==> config.mk <==
export PLATFORM = sky130hd
export DESIGN_NAME = fp_control_unit
export DESIGN_NICKNAME = d
export VERILOG_FILES = /design/src/rtl/fp_ctrl_pkg.sv /design/src/rtl/fp_lead_one_scan.sv /design/src/rtl/fp_control_unit.sv
export SDC_FILE = /design/constraint.sdc
export NUM_CORES = 1
export LEC_CHECK = 0
export CAP_MARGIN = 20
export CORE_ASPECT_RATIO = 1.5
export CORE_MARGIN = 4
export CORE_UTILIZATION = 40
export CTS_BUF_LIST = sky130_fd_sc_hd__clkbuf_4
export DETAILED_ROUTE_END_ITERATION = 10
export GPL_ROUTABILITY_DRIVEN = 0
export PLACE_DENSITY = 0.76
export SYNTH_ARGS = -nofsm -noshare
export SYNTH_HDL_FRONTEND = slang
export SYNTH_SLANG_ARGS = --single-unit
==> constraint.sdc <==
create_clock -name clk -period 5.1 [get_ports clk]
set_input_delay 0.51 -clock clk [delete_from_list [all_inputs] [get_ports clk]]
set_output_delay 0.51 -clock clk [all_outputs]
set_load 0.03 [all_outputs]
==> src/rtl/fp_ctrl_pkg.sv <==
// Shared definitions for the FP add/multiply control unit.
//   - state_t        : control FSM states (also exported on the debug port)
//   - DEF_*          : default values for the control unit parameters
//   - OP_*           : operation encodings captured from op_mul
//   - *_W            : field widths used throughout the control slice
package fp_ctrl_pkg;

  localparam int DEF_NORM_POS   = 25;
  localparam int DEF_MAX_ALIGN  = 26;
  localparam int DEF_MAX_RENORM = 1;

  localparam int SH_W     = 5;
  localparam int EXP_W    = 8;
  localparam int RENORM_W = 2;

  localparam logic OP_ADDSUB = 1'b0;
  localparam logic OP_MUL    = 1'b1;

  typedef enum logic [3:0] {
    S_IDLE   = 4'd0,
    S_EXP    = 4'd1,
    S_ALIGN  = 4'd2,
    S_SETTLE = 4'd3,
    S_SCAN   = 4'd4,
    S_LOADE  = 4'd5,
    S_NORM   = 4'd6,
    S_CHK    = 4'd7,
    S_RENORM = 4'd8,
    S_DONE   = 4'd9
  } state_t;

endpackage

==> src/rtl/fp_lead_one_scan.sv <==
// Leading-one finder over the big-ULA mantissa.
// Build option FP_CTRL_PRIO_ENC_EN:
//   defined   - single-cycle combinational priority encoder
//   undefined - serial scan from bit NORM_POS downwards, one bit per cycle
// Ports:
//   clk, rst   clock / asynchronous active-high reset
//   init       load the scan counter with NORM_POS (cycle before scanning)
//   en         scan is active this cycle
//   vec        mantissa being scanned
//   sh         NORM_POS - position of the leading one (valid with found)
//   found      leading one located this cycle
//   scan_done  scan finished this cycle (found, or bit 0 reached with no one)
module fp_lead_one_scan
  import fp_ctrl_pkg::*;
#(
  parameter int NORM_POS = DEF_NORM_POS
) (
  input  logic              clk,
  input  logic              rst,
  input  logic              init,
  input  logic              en,
  input  logic [NORM_POS:0] vec,
  output logic [SH_W-1:0]   sh,
  output logic              found,
  output logic              scan_done
);

`ifdef FP_CTRL_PRIO_ENC_EN

  logic [SH_W-1:0] pos;
  logic            hit;

  // Ascending loop: the last (highest) set bit wins.
  always_comb begin
    pos = '0;
    hit = 1'b0;
    for (int i = 0; i <= NORM_POS; i++) begin
      if (vec[i]) begin
        pos = SH_W'(i);
        hit = 1'b1;
      end
    end
  end

  assign found     = en & hit;
  assign scan_done = en;
  assign sh        = SH_W'(NORM_POS) - pos;

  // Clock, reset and init are only needed by the serial build.
  wire unused_ok = &{1'b0, clk, rst, init};

`else

  logic [SH_W-1:0] cnt_q;
  logic            bit_hit;

  assign bit_hit   = vec[cnt_q];
  assign found     = en & bit_hit;
  assign scan_done = en & (bit_hit | (cnt_q == '0));
  assign sh        = SH_W'(NORM_POS) - cnt_q;

  always_ff @(posedge clk or posedge rst) begin
    if (rst) begin
      cnt_q <= '0;
    end else if (init) begin
      cnt_q <= SH_W'(NORM_POS);
    end else if (en && !scan_done) begin
      cnt_q <= cnt_q - 1'b1;
    end
  end

`endif

endmodule

==> src/rtl/fp_control_unit.sv <==
// Control FSM sequencing the FP add/multiply datapath.
// Accepts start in IDLE, drives every datapath select / subtract / shift
// control, reads back exp_diff, big_ula_out and overflow, and pulses done.
// Optional build macro: FP_CTRL_PRIO_ENC_EN (single-cycle leading-one scan).
// Ports:
//   clk, reset                       clock / asynchronous active-high reset
//   start, op_mul, op_sub            request and operation (captured on accept)
//   exp_diff                         registered small-ULA result
//   big_ula_out                      big-ULA mantissa result
//   overflow                         rounding-stage mantissa overflow
//   tamanho / tamanho2 / tamanho3    align shift / normalise shift / exp adjust
//   soma_multiplica_small_ula/big_ula, subtrador_big_ula     ULA controls
//   decisor_mux_expoente_escolhido, decisor_mux_saida_big_ula,
//   decisor_shift_right_left, subtrador_Somador_subtrador    mux/shift controls
//   load                             one-cycle strobe to the rounding register
//   busy, done, zero                 status (zero valid with done)
//   state_dbg                        current FSM state
// Handshake: start is taken only in IDLE; busy is high from the cycle after
// accept until the cycle done pulses; start while busy is ignored.
// All outputs are registered: the comb block computes the value each output
// must carry in the next state and the flops present it.
module fp_control_unit
  import fp_ctrl_pkg::*;
#(
  parameter int NORM_POS   = DEF_NORM_POS,
  parameter int MAX_ALIGN  = DEF_MAX_ALIGN,
  parameter int MAX_RENORM = DEF_MAX_RENORM
) (
  input  logic              clk,
  input  logic              reset,
  input  logic              start,
  input  logic              op_mul,
  input  logic              op_sub,
  input  logic [EXP_W-1:0]  exp_diff,
  input  logic [NORM_POS:0] big_ula_out,
  input  logic              overflow,
  output logic [SH_W-1:0]   tamanho,
  output logic [SH_W-1:0]   tamanho2,
  output logic [EXP_W-1:0]  tamanho3,
  output logic              soma_multiplica_small_ula,
  output logic              soma_multiplica_big_ula,
  output logic              subtrador_big_ula,
  output logic              decisor_mux_expoente_escolhido,
  output logic              decisor_mux_saida_big_ula,
  output logic              decisor_shift_right_left,
  output logic              subtrador_Somador_subtrador,
  output logic              load,
  output logic              busy,
  output logic              done,
  output logic              zero,
  output state_t            state_dbg
);

  state_t              state_q, state_d;
  logic                op_mul_q, op_mul_d;
  logic                op_sub_q, op_sub_d;
  logic [SH_W-1:0]     sh_q, sh_d;
  logic [RENORM_W-1:0] renorm_q, renorm_d;

  logic [SH_W-1:0]     tamanho_d, tamanho2_d;
  logic [EXP_W-1:0]    tamanho3_d;
  logic                soma_small_d, soma_big_d, sub_big_d;
  logic                mux_exp_d, mux_saida_d, shift_left_d, sub_ss_d;
  logic                load_d, busy_d, done_d, zero_d;

  logic                scan_init;
  logic [SH_W-1:0]     scan_sh;
  logic                scan_found;
  logic                scan_done;
  logic [SH_W-1:0]     align_sat;

  assign state_dbg = state_q;

  // Saturating alignment amount: beyond MAX_ALIGN everything shifts out anyway.
  assign align_sat = (exp_diff > EXP_W'(MAX_ALIGN)) ? SH_W'(MAX_ALIGN)
                                                    : exp_diff[SH_W-1:0];

  fp_lead_one_scan #(
    .NORM_POS (NORM_POS)
  ) u_scan (
    .clk       (clk),
    .rst       (reset),
    .init      (scan_init),
    .en        (state_q == S_SCAN),
    .vec       (big_ula_out),
    .sh        (scan_sh),
    .found     (scan_found),
    .scan_done (scan_done)
  );

  always_comb begin
    state_d      = state_q;
    op_mul_d     = op_mul_q;
    op_sub_d     = op_sub_q;
    sh_d         = sh_q;
    renorm_d     = renorm_q;
    scan_init    = 1'b0;
    // Operation-wide controls hold their value for the whole operation.
    tamanho_d    = tamanho;
    soma_small_d = soma_multiplica_small_ula;
    soma_big_d   = soma_multiplica_big_ula;
    sub_big_d    = subtrador_big_ula;
    // Per-step controls are only meaningful alongside a load strobe.
    tamanho2_d   = '0;
    tamanho3_d   = '0;
    mux_exp_d    = 1'b0;
    mux_saida_d  = 1'b0;
    shift_left_d = 1'b0;
    sub_ss_d     = 1'b0;
    load_d       = 1'b0;
    done_d       = 1'b0;
    zero_d       = 1'b0;

    case (state_q)
      S_IDLE: begin
        if (start) begin
          state_d      = S_EXP;
          op_mul_d     = op_mul;
          op_sub_d     = op_sub;
          soma_small_d = ~op_mul;
          soma_big_d   = ~op_mul;
          tamanho_d    = '0;
          sub_big_d    = 1'b0;
          sh_d         = '0;
          renorm_d     = '0;
        end
      end
      S_EXP: begin
        state_d   = S_ALIGN;
        tamanho_d = (op_mul_q == OP_MUL) ? '0 : align_sat;
        sub_big_d = op_sub_q & (op_mul_q == OP_ADDSUB);
      end
      S_ALIGN: begin
        state_d = S_SETTLE;
      end
      S_SETTLE: begin
        state_d   = S_SCAN;
        scan_init = 1'b1;
      end
      S_SCAN: begin
        if (scan_done) begin
          if (scan_found) begin
            state_d    = S_LOADE;
            sh_d       = scan_sh;
            load_d     = 1'b1;
            tamanho3_d = (op_mul_q == OP_MUL) ? '0 : exp_diff;
          end else begin
            state_d = S_DONE;
            done_d  = 1'b1;
            zero_d  = 1'b1;
          end
        end
      end
      S_LOADE: begin
        state_d      = S_NORM;
        mux_exp_d    = 1'b1;
        sub_ss_d     = 1'b1;
        tamanho2_d   = sh_q;
        tamanho3_d   = {{(EXP_W-SH_W){1'b0}}, sh_q};
        shift_left_d = 1'b1;
        load_d       = 1'b1;
      end
      S_NORM: begin
        state_d = S_CHK;
      end
      S_CHK: begin
        if (overflow && (renorm_q < RENORM_W'(MAX_RENORM))) begin
          state_d     = S_RENORM;
          mux_saida_d = 1'b1;
          tamanho2_d  = SH_W'(1);
          tamanho3_d  = EXP_W'(1);
          load_d      = 1'b1;
          renorm_d    = renorm_q + 1'b1;
        end else begin
          state_d = S_DONE;
          done_d  = 1'b1;
        end
      end
      S_RENORM: begin
        state_d = S_CHK;
      end
      S_DONE: begin
        state_d = S_IDLE;
      end
      default: begin
        state_d = S_IDLE;
      end
    endcase

    busy_d = (state_d != S_IDLE) && (state_d != S_DONE);
  end

  always_ff @(posedge clk or posedge reset) begin
    if (reset) begin
      state_q                        <= S_IDLE;
      op_mul_q                       <= 1'b0;
      op_sub_q                       <= 1'b0;
      sh_q                           <= '0;
      renorm_q                       <= '0;
      tamanho                        <= '0;
      tamanho2                       <= '0;
      tamanho3                       <= '0;
      soma_multiplica_small_ula      <= 1'b0;
      soma_multiplica_big_ula        <= 1'b0;
      subtrador_big_ula              <= 1'b0;
      decisor_mux_expoente_escolhido <= 1'b0;
      decisor_mux_saida_big_ula      <= 1'b0;
      decisor_shift_right_left       <= 1'b0;
      subtrador_Somador_subtrador    <= 1'b0;
      load                           <= 1'b0;
      busy                           <= 1'b0;
      done                           <= 1'b0;
      zero                           <= 1'b0;
    end else begin
      state_q                        <= state_d;
      op_mul_q                       <= op_mul_d;
      op_sub_q                       <= op_sub_d;
      sh_q                           <= sh_d;
      renorm_q                       <= renorm_d;
      tamanho                        <= tamanho_d;
      tamanho2                       <= tamanho2_d;
      tamanho3                       <= tamanho3_d;
      soma_multiplica_small_ula      <= soma_small_d;
      soma_multiplica_big_ula        <= soma_big_d;
      subtrador_big_ula              <= sub_big_d;
      decisor_mux_expoente_escolhido <= mux_exp_d;
      decisor_mux_saida_big_ula      <= mux_saida_d;
      decisor_shift_right_left       <= shift_left_d;
      subtrador_Somador_subtrador    <= sub_ss_d;
      load                           <= load_d;
      busy                           <= busy_d;
      done                           <= done_d;
      zero                           <= zero_d;
    end
  end

endmodule

==> results.rst, run 1 <==
.. list-table::
   :header-rows: 1

   * - Metric
     - Value
   * - Result of the run
     - finished, final reports clean
   * - Net count after synthesis
     - 268
   * - Final cycle utilization of the critical path
     - 49.9%
   * - Average size of a mapped cell
     - 10.7 sq um
   * - Area fraction in and, or, nand and nor cells after synthesis
     - 16.6%
   * - Internal
     - 849 uW
   * - Crit-path cells
     - mux2_2 > a222oi_1 > o211ai_2 > nand3_4 > mux2i_1
   * - Total of flip-flops plus latches after synthesis
     - 44
   * - Violation count after the first detailed-routing iteration
     - 92
   * - Post-placement worst setup slack
     - 2.54 ns
   * - Die area
     - 7290 sq um
   * - Port bufs
     - 72
   * - X dimension of the die
     - 71.1 um
   * - Post-synthesis mux area share
     - 11.5%
   * - Worst reg2reg path startpoint
     - u_scan.cnt_q[0]$_DFFE_PP0P_
   * - CTS hold repair buffers
     - 0
   * - Required @ worst endpoint
     - 5.37 ns
   * - Ranking of synthesized cells by area
     - sky130_fd_sc_hd__dfrtp_1, sky130_fd_sc_hd__mux2i_1, sky130_fd_sc_hd__mux2_2, sky130_fd_sc_hd__nand2_1, sky130_fd_sc_hd__ha_1
   * - Power, Total
     - 1480 uW
   * - Top cell type's share of synthesized area
     - 46.1%
   * - Clk_lat worst skew
     - 0.36 ns
   * - Share of power burned in combinational logic
     - 49.0%
   * - Start-to-end type of the worst setup path
     - reg2reg
   * - Pin slew with the least headroom to its limit
     - 0.684 ns
   * - Top achievable clock speed
     - 393 MHz
   * - First-pass detailed-route iteration total
     - 4
   * - Clock period minus worst slack
     - 2.55 ns
   * - Worst Setup End Kind
     - flip-flop
   * - Top-count cell post-synth
     - sky130_fd_sc_hd__dfrtp_1
   * - Commonest cells in the synthesized netlist
     - sky130_fd_sc_hd__dfrtp_1, sky130_fd_sc_hd__nand2_1, sky130_fd_sc_hd__mux2i_1
   * - Setup fix buffers added after clock tree synthesis
     - 0
   * - Die boundary height
     - 103 um
   * - # diodes
     - 0
   * - Post-synthesis cell type count
     - 56
   * - Number of failing hold endpoints at the final stage
     - 0
   * - Overall via count from detail_route
     - 1922
   * - Peak per-stage delay on the critical path
     - 0.79 ns
   * - Unrepaired setup endpoints after global routing
     - false
   * - Total overflow reported by the global router
     - 0
   * - Main combinational cell family by area after synthesis
     - simple AND/OR/NAND/NOR gates
   * - Maximum number of pins on one net before global-route repair
     - 45
   * - Total wirelength of the detailed-routed design
     - 5.21 mm
   * - Total GRT Usage
     - 14.4%
   * - Level count of the clock H-tree
     - 2
   * - Share of the synthesized netlist area taken by xor and xnor gates
     - 1.10%
   * - Clock root cell
     - sky130_fd_sc_hd__clkbuf_4
   * - Adder-cell area share of the yosys netlist
     - 2.10%
   * - Number of buffers inserted during clock tree synthesis
     - 5
   * - Sequential group share of total power
     - 40.0%
   * - Lkg Pwr
     - 0.00145 uW
   * - Layout net count
     - 333
   * - Total count of max-transition violations in the final report
     - 0
   * - Detailed-route DRC error count
     - 0
   * - Number of placed instances with taps included
     - 354
   * - Clock tree sinks
     - 44
   * - Fraction of power spent switching nets
     - 42.8%
   * - Residual antenna-violating net count after detailed routing
     - 0
   * - Startpoint of the tightest hold check path
     - tamanho[3]$_DFFE_PP0P_
   * - Post-Synthesis Cell Area
     - 2390 sq um
   * - Switching power summed over all nets
     - 636 uW
   * - Count of pins on the block boundary
     - 73
   * - Synth area leader
     - sky130_fd_sc_hd__dfrtp_1
   * - Layout area overhead
     - 31.9%
   * - Maximum vdd drop
     - 0.214 mV
   * - Total core area
     - 5790 sq um
   * - Initial standard-cell utilization of the core
     - 41.3%
   * - Final total negative setup slack
     - 0 ns
   * - Site row count
     - 34
   * - Worst Clk Skew
     - 0.0126 ns
   * - Total of endpoints with negative setup slack in the final report
     - 0
   * - Clock input transition at the sequential cells of the worst setup and hold paths
     - 0.12 ns
   * - Slew margin rel.
     - 54.0%
   * - Power per cell area
     - 472 nW/um^2
   * - Number of antenna violations at the first check in global routing
     - 0
   * - Complex-gate fraction of the synthesized area
     - 16.3%
   * - Max stage delay cell, worst path
     - sky130_fd_sc_hd__dfrtp_1
   * - Async SR Flop Fraction
     - 100%
   * - Via count of the first global-routing pass
     - 1869
   * - Main flop type after synthesis
     - sky130_fd_sc_hd__dfrtp_1
   * - Number of flops mapped to enable cells by yosys
     - 0
   * - Family with the most delay on the worst path
     - flip-flops
   * - Worst setup path startpoint
     - u_scan.cnt_q[0]$_DFFE_PP0P_
   * - Clock Path Buffers
     - 2
   * - Total half-perimeter wirelength after legalization and detailed placement
     - 4.05 mm
   * - Gate count of the mapped netlist
     - 224
   * - Cells resized by post-CTS repair
     - 0
   * - Worst Setup Start Kind
     - flip-flop
   * - Seq/Total Area, Yosys
     - 46.1%
   * - Number of cells in the finished layout apart from fillers
     - 361
   * - Reported max-cap violation count
     - 0
   * - First-pass GRT wire length
     - 8.40 mm
   * - PnR worst setup slack
     - 2.55 ns
   * - Synth warn
     - 0
   * - Path class of the lowest-slack min-delay path
     - reg2reg
   * - Routed length per placed instance
     - 14.4 um
   * - Critical path arrival
     - 2.82 ns
   * - Max FO, Critical Path
     - 17
   * - Number of buffers and inverters on the critical path
     - 0
   * - Share of layout cells above drive strength 1
     - 8.65%
   * - CTS tree
     - built
   * - Clock Power Share
     - 11.0%
   * - Via-per-instance ratio
     - 5.32
## power groups by stage
| stage | sequential (uW) | clock (uW) | combinational (uW) |
|---|---|---|---|
| 2_1_floorplan | 612 | 0 | 515 |
| 3_3_place_gp | 596 | 0 | 722 |
| 3_5_place_dp | 601 | 0 | 734 |
| 4_1_cts | 593 | 167 | 736 |
| 5_1_grt | 616 | 186 | 792 |
| 6_report | 594 | 163 | 728 |
## path summary, 6_finish.rpt
kind,end,slack [ns],depth (start not counted)
worst max-delay path,sh_q[4]$_DFFE_PP0P_,2.55,5
worst max register to register,sh_q[4]$_DFFE_PP0P_,2.55,5
worst min-delay path,tamanho[3]$_DFFE_PP0P_,0.49,2
min in group asynchronous,op_mul_q$_DFFE_PP0P_,0.58,3
max in group asynchronous,subtrador_big_ula$_DFFE_PP0P_,4.15,3
worst min register to register,tamanho[3]$_DFFE_PP0P_,0.49,2
## layer usage
| metal | wire, um | share of wire, % | up-vias | global-route usage [%] |
|---|---|---|---|---|
| met3 | 295 | 5.7 | 9 | 2.93 |
| met4 | 135 | 2.6 | 0 | 6.08 |
| met2 | 2830 | 54 | 65 | 27.5 |
| met1 | 1960 | 38 | 922 | 15.1 |
| li1 | - | - | 926 | - |
| met5 | 0 | 0 | - | 0 |
## flip-flops by register name, summed over array words and instances (netlist names)
register                     count
zero                             1
tamanho2                         5
op_mul_q                         1
renorm_q                         2
decisor_mux_saida_big_ula        1
soma_multiplica_big_ula          1
busy                             1
sh_q                             5
done                             1
op_sub_q                         1
load                             1
subtrador_big_ula                1
subtrador_Somador_subtrador      1
state_dbg                        4
tamanho                          5
u_scan.cnt_q                     5
tamanho3                         8
## worst reg2reg max path: stages (launching register included)
cell and delay (ns):
sky130_fd_sc_hd__dfrtp_1 0.79, sky130_fd_sc_hd__mux2_2 0.41, sky130_fd_sc_hd__a222oi_1 0.53, sky130_fd_sc_hd__o211ai_2 0.25
sky130_fd_sc_hd__nand3_4 0.26, sky130_fd_sc_hd__mux2i_1 0.23
## placed cells by master, fill, tap and decap left out, types with 3 or more instances in the layout
cell type,instances
sky130_fd_sc_hd__nand2b_1,7
sky130_fd_sc_hd__nand3_1,3
sky130_fd_sc_hd__nor3_1,5
sky130_fd_sc_hd__clkbuf_4,6
sky130_fd_sc_hd__and3_1,3
sky130_fd_sc_hd__nor3b_1,4
sky130_fd_sc_hd__inv_1,10
sky130_fd_sc_hd__dfrtp_1,44
sky130_fd_sc_hd__a22o_1,5
sky130_fd_sc_hd__o21ai_0,6
sky130_fd_sc_hd__a21o_1,3
sky130_fd_sc_hd__a31oi_1,4
sky130_fd_sc_hd__mux2_2,8
sky130_fd_sc_hd__o21bai_1,5
sky130_fd_sc_hd__nor2_1,9
sky130_fd_sc_hd__and2_1,7
sky130_fd_sc_hd__mux2i_1,17
sky130_fd_sc_hd__ha_1,4
sky130_fd_sc_hd__clkdlybuf4s50_1,72
sky130_fd_sc_hd__nand2_1,23
## per-stage QoR
stage	utilization, %	area (sq um)	hold WS, ns
after global routing	54.4	3150	0.521
after floorplan	-	2390	0.461
after detailed placement	53.5	3100	0.468
final	54.4	3150	0.487
after global placement	53.5	3100	0.463
after CTS	54.4	3150	0.496
## final cells by class
cell class / instances / area [sq um]
Inverter: 11 / 41.3
Sequential cell: 44 / 1100
Timing Repair Buffer: 73 / 728
Fill cell: 549 / 2640
Multi-Input combinational cell: 154 / 1140
Clock inverter: 1 / 5.00
Tap cell: 72 / 90.1
Clock buffer: 6 / 45.0
## logic make-up (layout without fill, tap and decap cells)
group,count (synthesis),after routing
multiplexers,26,26
AND/OR/NAND/NOR,72,72
XOR/XNOR,3,3
flip-flops,44,44
adder cells (fa/ha/maj),4,4
buffers and inverters,26,91
AO/OA/AOI/OAI,49,49
(Power assumes the default switching activity.)
==> run 2: changes to the inputs <==
--- a/config.mk
+++ b/config.mk
@@ -12,7 +12,7 @@
 export CTS_BUF_LIST = sky130_fd_sc_hd__clkbuf_4
 export DETAILED_ROUTE_END_ITERATION = 10
 export GPL_ROUTABILITY_DRIVEN = 0
-export PLACE_DENSITY = 0.76
+export PLACE_DENSITY = 0.79
 export SYNTH_ARGS = -nofsm -noshare
 export SYNTH_HDL_FRONTEND = slang
 export SYNTH_SLANG_ARGS = --single-unit
==> constraint.sdc (replaced) <==
create_clock -name clk -period 2.2 [get_ports clk]
set_input_delay 0.22 -clock clk [delete_from_list [all_inputs] [get_ports clk]]
set_output_delay 0.22 -clock clk [all_outputs]
set_load 0.03 [all_outputs]
==> run 2 against run 1 <==
Effect of this change:
- critical path depth grew 2
- core utilization grew 2.4 points
- critical path type unchanged
- critical endpoint is now tamanho3[6]$_DFF_PP0_
- routed wire length grew 5.4%
- hold slack lost 0.21 ns
- sequential share of layout area shrank 1.4 points
- fmax grew 23%
- non-clock buffer count grew 13
==> results.rst, run 2 (synthesis results as in run 1) <==
.. list-table::
   :header-rows: 1

   * - Metric
     - Value
   * - Worst reg2reg setup slack
     - 0.12 ns (-2.43 ns)
   * - Path class of the lowest-slack min-delay path
     - in2async
   * - Total core area
     - 5790 sq um (unchanged)
   * - Worst Clk Skew
     - 0.0125 ns (-0.000123 ns)
   * - Final total negative setup slack
     - 0 ns (unchanged)
   * - Max FO, Critical Path
     - 15 (-2)
   * - Largest reg by FF count
     - tamanho3
   * - Total of endpoints with negative setup slack in the final report
     - 0 (unchanged)
   * - Worst reg2reg endpoint
     - tamanho3[6]$_DFF_PP0_
   * - Total wirelength of the detailed-routed design
     - 5.50 mm (+5.4%)
   * - Clock Path Buffers
     - 2 (unchanged)
   * - First-pass GRT wire length
     - 9.07 mm (+8.0%)
   * - Final hold slack
     - 0.278 ns (-0.209 ns)
   * - Result of the run
     - finished, final reports clean
   * - Placed standard-cell area
     - 3200 sq um (+3.2%)
   * - Number of antenna violations at the first check in global routing
     - 0 (unchanged)
   * - Maximum vdd drop
     - 0.480 mV (+120%)
   * - Via-per-instance ratio
     - 5.16 (-3.1%)
   * - Lkg Pwr
     - 0.00153 uW (+5.3%)
   * - Total overflow reported by the global router
     - 0 (unchanged)
   * - Power per cell area
     - 1140 nW/um^2 (+140%)
   * - Residual antenna-violating net count after detailed routing
     - 0 (unchanged)
   * - Share of layout cells above drive strength 1
     - 13.5% (+4.9 points)
   * - Total count of max-transition violations in the final report
     - 0 (unchanged)
   * - Maximum number of pins on one net before global-route repair
     - 45 (unchanged)
   * - X dimension of the die
     - 71.1 um (unchanged)
   * - Die area
     - 7290 sq um (unchanged)
   * - Worst setup path startpoint
     - u_scan.cnt_q[0]$_DFFE_PP0P_
   * - Crit-path cells
     - buf_4 > buf_4 > mux2i_1 > a22o_1 > o31ai_4 > nand3_4 > nor3b_1
   * - Setup fix buffers added after clock tree synthesis
     - 0 (unchanged)
   * - Most frequent standard cell in the layout excluding fill and tap cells
     - sky130_fd_sc_hd__clkdlybuf4s50_1
   * - Count of pins on the block boundary
     - 73 (unchanged)
   * - Clock tree sinks
     - 44 (unchanged)
   * - Worst Setup Start Kind
     - flip-flop
   * - Required @ worst endpoint
     - 2.48 ns (-2.89 ns)
   * - Clock input transition at the sequential cells of the worst setup and hold paths
     - 0.13 ns (about the same)
   * - Flip-flop count of the largest register, all copies and words added
     - 8 (unchanged)
   * - Start-to-end type of the worst setup path
     - reg2reg
   * - Critical path arrival
     - 2.35 ns (-0.47 ns)
   * - Number of cells in the finished layout apart from fillers
     - 375 (+3.9%)
   * - Via count of the first global-routing pass
     - 1963 (+5.0%)
   * - Overall via count from detail_route
     - 1935 (+0.68%)
   * - Reported max-cap violation count
     - 0 (unchanged)
   * - Peak per-stage delay on the critical path
     - 0.46 ns (-0.33 ns)
   * - Worst reg2reg path startpoint
     - u_scan.cnt_q[0]$_DFFE_PP0P_
   * - Commonest cells after routing, fill and taps aside
     - sky130_fd_sc_hd__clkdlybuf4s50_1, sky130_fd_sc_hd__dfrtp_1, sky130_fd_sc_hd__nand2_1, sky130_fd_sc_hd__mux2i_1, sky130_fd_sc_hd__buf_4
   * - Layout area overhead
     - 37.6%
   * - Finished Core Util
     - 56.8% (+2.4 points)
   * - Clock root cell
     - sky130_fd_sc_hd__clkbuf_4
   * - Final cycle utilization of the critical path
     - 94.4% (+44 points)
   * - Worst Setup End Kind
     - flip-flop
   * - First-pass detailed-route iteration total
     - 4 (unchanged)
   * - Max stage delay cell, worst path
     - sky130_fd_sc_hd__dfrtp_2
   * - Endpoint of the most critical setup path
     - tamanho3[6]$_DFF_PP0_
   * - Total half-perimeter wirelength after legalization and detailed placement
     - 4.27 mm (+5.5%)
   * - Pin slew with the least headroom to its limit
     - 0.536 ns (-0.149 ns)
   * - Worst path depth
     - 7 (+2)
   * - Cells on worst reg2reg path
     - 7 (+2)
   * - Detailed-route DRC error count
     - 0 (unchanged)
   * - Slew margin rel.
     - 64.3% (+10 points)
   * - Level count of the clock H-tree
     - 2 (unchanged)
   * - Number of buffers and inverters on the critical path
     - 2 (+2)
   * - Port bufs
     - 72 (unchanged)
   * - Clk_lat worst skew
     - 0.36 ns (about the same)
   * - Unrepaired setup endpoints after global routing
     - false
   * - Family with the most delay on the worst path
     - compound AO/OA/AOI/OAI gates
   * - Clock period minus worst slack
     - 2.08 ns (-0.470 ns)
   * - Post-layout instance area
     - 3290 sq um (+4.4%)
   * - Die boundary height
     - 103 um (unchanged)
   * - Most frequent cell on the critical path
     - sky130_fd_sc_hd__buf_4
   * - Routed length per placed instance
     - 14.7 um (+1.5%)
   * - # diodes
     - 0 (unchanged)
   * - Violation count after the first detailed-routing iteration
     - 85 (-7.6%)
   * - Total GRT Usage
     - 15.9% (+1.5 points)
   * - Site row count
     - 34 (unchanged)
   * - Layout net count
     - 346 (+3.9%)
   * - Number of buffers inserted during clock tree synthesis
     - 5 (unchanged)
   * - Top achievable clock speed
     - 482 MHz (+23%)
   * - CTS tree
     - built
   * - Number of placed instances with taps included
     - 367 (+3.7%)
   * - Initial standard-cell utilization of the core
     - 41.3% (unchanged)
   * - Number of failing hold endpoints at the final stage
     - 0 (unchanged)
-- run 2: per-layer routing --
| layer | vias up | share of wire, % | global-route usage, % |
|---|---|---|---|
| met1 | 913 | 40 | 18.0 |
| met2 | 59 | 52 | 28.1 |
| met4 | 0 | 3.1 | 8.25 |
| li1 | 953 | - | - |
| met3 | 10 | 4.8 | 3.22 |
| met5 | - | 0 | 0 |
-- run 2: through the flow --
step | worst slack (ns) | total power (uW)
4_1_cts | 0.0801 | 3740
3_5_place_dp | 0.0310 | 3240
6_report | 0.123 | 3730
2_1_floorplan | 0.0631 | 2610
5_1_grt | 0.00714 | 4000
3_3_place_gp | 0.101 | 3180
-- run 2: layout make-up --
cell class | instances | area, sq um
Clock buffer | 5 | 37.5
Sequential cell | 44 | 1100
Multi-Input combinational cell | 154 | 1150
Inverter | 11 | 41.3
Clock inverter | 3 | 42.5
Tap cell | 72 | 90.1
Timing Repair Buffer | 86 | 826
Fill cell | 533 | 2500
-- run 2: worst min-delay path by stage --
stage	start	end	slack, ns	cells past startpoint
after global routing	reset	tamanho2[2]$_DFF_PP0_	0.34	3
after detailed placement	tamanho[4]$_DFFE_PP0P_	tamanho[4]$_DFFE_PP0P_	0.46	2
after CTS	reset	tamanho2[1]$_DFF_PP0_	0.30	3
after global placement	tamanho[4]$_DFFE_PP0P_	tamanho[4]$_DFFE_PP0P_	0.45	2
final	reset	tamanho2[1]$_DFF_PP0_	0.28	3
after floorplan	start	renorm_q[1]$_DFFE_PP0P_	0.32	1
-- run 2: worst register-to-register path, cell delays in order (launching register included) --
cell and delay [ns]:
sky130_fd_sc_hd__dfrtp_2 0.46, sky130_fd_sc_hd__buf_4 0.16, sky130_fd_sc_hd__buf_4 0.14, sky130_fd_sc_hd__mux2i_1 0.12
sky130_fd_sc_hd__a22o_1 0.28, sky130_fd_sc_hd__o31ai_4 0.33, sky130_fd_sc_hd__nand3_4 0.24, sky130_fd_sc_hd__nor3b_1 0.27
-- run 2: where the power goes --
group          total [uW]  switching [uW]  internal [uW]
sequential           1280             248           1030
clock                 506             268            238
combinational        1950            1030            912
total                3730            1550           2180
-- run 2: repair_timing --
item,CTS,global route
setup endpoints to repair,1,9
gates resized for setup,1,2
hold buffers,0,0
pin swaps,0,0
endpoints found under the hold margin,0,0
